### config.mk
export PLATFORM = sky130hd
export DESIGN_NAME = vadd_arbiter
export DESIGN_NICKNAME = d
export VERILOG_FILES = /design/src/rtl/vadd_arbiter.sv
export SDC_FILE = /design/constraint.sdc
export NUM_CORES = 1
export LEC_CHECK = 0
export CAP_MARGIN = 15
export CORE_AREA = 2 2 117 119
export DETAILED_ROUTE_END_ITERATION = 16
export DIE_AREA = 0 0 119 121
export HOLD_SLACK_MARGIN = 0.02
export PLACE_DENSITY = 0.52
export SYNTH_ARGS = -nofsm -noshare
export SYNTH_HDL_FRONTEND = slang
export SYNTH_SLANG_ARGS = --single-unit
### constraint.sdc
create_clock -name clock -period 6 [get_ports clock]
set_clock_uncertainty 0.15 [all_clocks]
set_input_delay 1.2 -clock clock [delete_from_list [all_inputs] [get_ports clock]]
set_output_delay 1.2 -clock clock [all_outputs]
set_load 0.02 [all_outputs]
### src/rtl/vadd_arbiter.sv
// Round-robin arbiter sharing one pipelined LANES-wide vector-add datapath between two requesters.
// A tag shift register matched to LATENCY steers each dsp_y result back to the requester that issued it.
module vadd_arbiter #(
    parameter int WIDTH   = 8,
    parameter int LANES   = 4,
    parameter int LATENCY = 2,
    localparam int VW     = LANES * WIDTH,
    localparam int CW     = $clog2(LATENCY + 1)
) (
    input  logic          clock,
    input  logic          reset,
    input  logic          req0_valid,
    output logic          req0_ready,
    input  logic [VW-1:0] req0_a,
    input  logic [VW-1:0] req0_b,
    input  logic          req1_valid,
    output logic          req1_ready,
    input  logic [VW-1:0] req1_a,
    input  logic [VW-1:0] req1_b,
    output logic          dsp_en,
    output logic [VW-1:0] dsp_a,
    output logic [VW-1:0] dsp_b,
    input  logic [VW-1:0] dsp_y,
    output logic          rsp0_valid,
    output logic [VW-1:0] rsp0_y,
    output logic          rsp1_valid,
    output logic [VW-1:0] rsp1_y,
    output logic [CW-1:0] outst0,
    output logic [CW-1:0] outst1
);

    // Handshake: a transfer occurs in a cycle where reqN_valid && reqN_ready; ready is a
    // same-cycle grant that never rises without valid, and there is no response backpressure.
    logic                ptr;
    logic                grant0, grant1, grant_any;
    logic [LATENCY-1:0]  tag_v, tag_id;
    logic [CW-1:0]       cnt0, cnt1, cnt0_next, cnt1_next;

    always_comb begin
        grant0 = 1'b0;
        grant1 = 1'b0;
        if (!reset) begin
            grant0 = req0_valid && (!req1_valid || !ptr);
            grant1 = req1_valid && (!req0_valid || ptr);
        end
    end

    assign grant_any  = grant0 || grant1;
    assign req0_ready = grant0;
    assign req1_ready = grant1;
    assign dsp_en     = !reset;

    always_comb begin
        dsp_a = '0;
        dsp_b = '0;
        if (grant0) begin
            dsp_a = req0_a;
            dsp_b = req0_b;
        end else if (grant1) begin
            dsp_a = req1_a;
            dsp_b = req1_b;
        end
    end

    always_ff @(posedge clock) begin
        if (reset) begin
            ptr <= 1'b0;
        end else if (grant_any) begin
            ptr <= grant0;
        end
    end

    // Stage 0 captures this cycle's issue; the last stage lines up with dsp_y.
    always_ff @(posedge clock) begin
        if (reset) begin
            tag_v  <= '0;
            tag_id <= '0;
        end else begin
            tag_v[0]  <= grant_any;
            tag_id[0] <= grant1;
            for (int i = 1; i < LATENCY; i++) begin
                tag_v[i]  <= tag_v[i-1];
                tag_id[i] <= tag_id[i-1];
            end
        end
    end

    assign rsp0_valid = !reset && tag_v[LATENCY-1] && !tag_id[LATENCY-1];
    assign rsp1_valid = !reset && tag_v[LATENCY-1] &&  tag_id[LATENCY-1];
    assign rsp0_y     = dsp_y;
    assign rsp1_y     = dsp_y;

    always_comb begin
        cnt0_next = cnt0;
        cnt1_next = cnt1;
        case ({grant0, rsp0_valid})
            2'b10:   cnt0_next = cnt0 + CW'(1);
            2'b01:   cnt0_next = cnt0 - CW'(1);
            default: cnt0_next = cnt0;
        endcase
        case ({grant1, rsp1_valid})
            2'b10:   cnt1_next = cnt1 + CW'(1);
            2'b01:   cnt1_next = cnt1 - CW'(1);
            default: cnt1_next = cnt1;
        endcase
    end

    always_ff @(posedge clock) begin
        if (reset) begin
            cnt0 <= '0;
            cnt1 <= '0;
        end else begin
            cnt0 <= cnt0_next;
            cnt1 <= cnt1_next;
        end
    end

    assign outst0 = reset ? '0 : cnt0;
    assign outst1 = reset ? '0 : cnt1;

endmodule

==> impl_metrics.csv <==
group,metric,value,unit
placement,hpwl,6.07,mm
finish,area_delta_synth_final,97.4,%
timing,setup_violations,0,
timing,max_freq,214,MHz
clock_network,postCtsHoldBufs,0,
timing,min_period_over_period,0.780,
routing,met2WireLength,4.23,mm
grt,overflow,0,
grt,grt_pass1_wl,12.1,mm
clock_network,cts_sinks,9,
synthesis,yosysUniqueCellTypes,20,
timing,setup_ws,1.32,ns
timing,finalHoldViolations,0,
routing,wl_per_cell,14.5,um
routing,ant_nets,0,
clock_network,numCtsBuffers,3,
synthesis,synthesis.area,1830,um^2
finish,utilization,0.276,
outcome,outcome,"complete, no violations",
synthesis,ys_seq_elements,9,
die,ios,301,
placement,placed_cells,556,
timing,tns,0,ns
placement,place_congestion,0.701,
clock_network,cts_tree,"yes",
synthesis,yosys-top-cells-area,"a32oi_1 31%, buf_4 30%, nor2_1 14%",
power,p_leak,1.25,nW
job,cap_violations,0,
die,die_w,119,um
worst_setup_path,endpoint_kind,"output port",
timing,rsz0062_at_grt,"no",
finish,drive_above_1_share,0.0338,
timing,maxSlewHeadroom,0.585,
worst_setup_path,required,4.65,ns
worst_hold_path,min_path_type,"reg -> reg",
grt,grt_max_degree,63,
routing,top_layer,"met4",
finish,instances_no_fill,562,
synthesis,syn_avg_cell_area,6.90,um^2
worst_setup_path,cp-start-kind,"input port",
synthesis,synth_top_area_share,0.306,
routing,wl_met1,2.94,mm
routing,vias_per_cell,4.32,
synthesis,yosysSeqAreaShare,0.0985,
timing,post-route-min-period,4.68,ns
worst_setup_path,crit_fanout,56,
clock_network,cts_resized,0,
synthesis,synth_cells,265,
die,die_y,121,um
placement,io_buffer_count,204,
worst_setup_path,crit_arrival,3.33,ns
die,coreArea,13100,um^2
grt,grt_pass1_vias,2311,
grt,antenna_found_initial,0,
power,p_total,0.460,mW
clock_network,clk_pin_slew,0.04,ns
clock_network,cts_setup_buffers,0,
clock_network,cts_htree_levels,1,
placement,place_ws,1.30,ns
grt,track_usage,0.102,
routing,via_count,2428,
finish,num-nets-final,552,
die,initial_utilization,0.140,
routing,drcViolationCount,0,
routing,drt_iter0_markers,73,
clock_network,cts_root_buf,"clkbuf_16",
power,power.density,127,nW/um^2
worst_setup_path,worstSetupPathType,"in -> out",
routing,routed_wl,8.15,mm
routing,first_pass_iters,5,
power,ir_drop,0.0734,mV
synthesis,yosysTopAreaCell,"a32oi_1",
die,row_count,42,
clock_network,clock_path_buffers,2,
synthesis,ys.warnings.count,0,
timing,worstMarginPinSlew,0.622,ns
routing,wl_met3,807,um
clock_network,clk_latency,0.23,ns
die,dieArea,14400,um^2
timing,maxSlewViolCount,0,
synthesis,synth_nets,431,
-- power breakdown --
part / internal [mW] / leakage [nW] / total, mW / switching [mW]
sequential: 0.0642 / 0.0741 / 0.0671 / 0.00295
combinational: 0.155 / 1.14 / 0.275 / 0.120
clock: 0.0888 / 0.0382 / 0.118 / 0.0291
total: 0.308 / 1.25 / 0.460 / 0.152
-- Yosys cell counts --
library cell and count:
a21boi_1 1, a21oi_1 1, a32oi_1 64, and3_1 3, buf_2 7, buf_4 73
clkbuf_1 14, dfxtp_1 9, ha_1 2, inv_1 3, nand2_1 3, nand2b_1 1
nor2_1 68, nor2b_1 6, nor3b_1 1, o21a_1 1, o21ai_0 2, or4_1 2
xnor2_1 2, xor2_1 2
-- critical path, cell delays in order --
cell,delay [ns]
clkdlybuf4s50_1,0.58
a21boi_4,0.38
buf_12,0.29
a32oi_1,0.09
nor2_1,0.14
clkdlybuf4s50_1,0.62
-- cells in the final DEF, fill, tap and decap left out, types with 2 or more instances in the layout --
| cell | synthesis | final |
|---|---|---|
| xor2_1 | 2 | 2 |
| or4_1 | 2 | 2 |
| buf_4 | 73 | 4 |
| clkdlybuf4s50_1 | 0 | 202 |
| dfxtp_1 | 9 | 9 |
| buf_12 | 0 | 2 |
| a32oi_1 | 64 | 64 |
| nand2_1 | 3 | 3 |
| nor2_1 | 68 | 68 |
| xnor2_1 | 2 | 2 |
| ha_1 | 2 | 2 |
| nor2b_1 | 6 | 6 |
| o21ai_0 | 2 | 2 |
| clkbuf_16 | 0 | 3 |
| inv_1 | 3 | 3 |
| buf_2 | 7 | 2 |
| and3_1 | 3 | 3 |
-- final timing paths --
| check | from | endpoint | slack [ns] | cells past startpoint |
|---|---|---|---|---|
| setup / recovery | req0_valid | dsp_b[29] | 1.32 | 6 |
| hold / removal | tag_v[0]$_SDFF_PP0_ | tag_v[1]$_SDFF_PP0_ | 0.29 | 1 |
| setup reg to reg | ptr$_SDFFE_PP0P_ | cnt1[1]$_SDFFE_PP0P_ | 3.63 | 7 |
| hold reg to reg | tag_v[0]$_SDFF_PP0_ | tag_v[1]$_SDFF_PP0_ | 0.29 | 1 |
-- final cells by class --
class,instances,area (um^2)
Timing Repair Buffer,210,2100
Multi-Input combinational cell,159,1020
Fill cell,1418,9470
Tap cell,176,220
Clock buffer,4,78.8
Sequential cell,9,180
Antenna cell,1,2.50
Inverter,3,11.3
-- metal layers --
layer	vias up	GRT usage
met5	-	0
met4	0	0.0342
met3	26	0.0296
met2	142	0.189
met1	1110	0.110
li1	1150	-
-- registers in the layout, indices dropped and copies added (netlist names) --
name	cells
ptr	1
cnt0	2
tag_id	2
tag_v	2
cnt1	2
-- kinds of logic after synthesis --
group	synth area share
AND/OR/NAND/NOR	0.192
AO/OA/AOI/OAI	0.323
buffers and inverters	0.354
flip-flops	0.0985
adder cells (fa/ha/maj)	0.0137
XOR/XNOR	0.0192
-- per-stage QoR --
stage | hold slack, ns | cell area (um^2)
2_1_floorplan | 0.264 | 1830
3_3_place_gp | 0.267 | 3510
3_5_place_dp | 0.283 | 3510
4_1_cts | 0.296 | 3590
5_1_grt | 0.323 | 3610
6_report | 0.287 | 3610
Power figures use the tool's default switching activity.
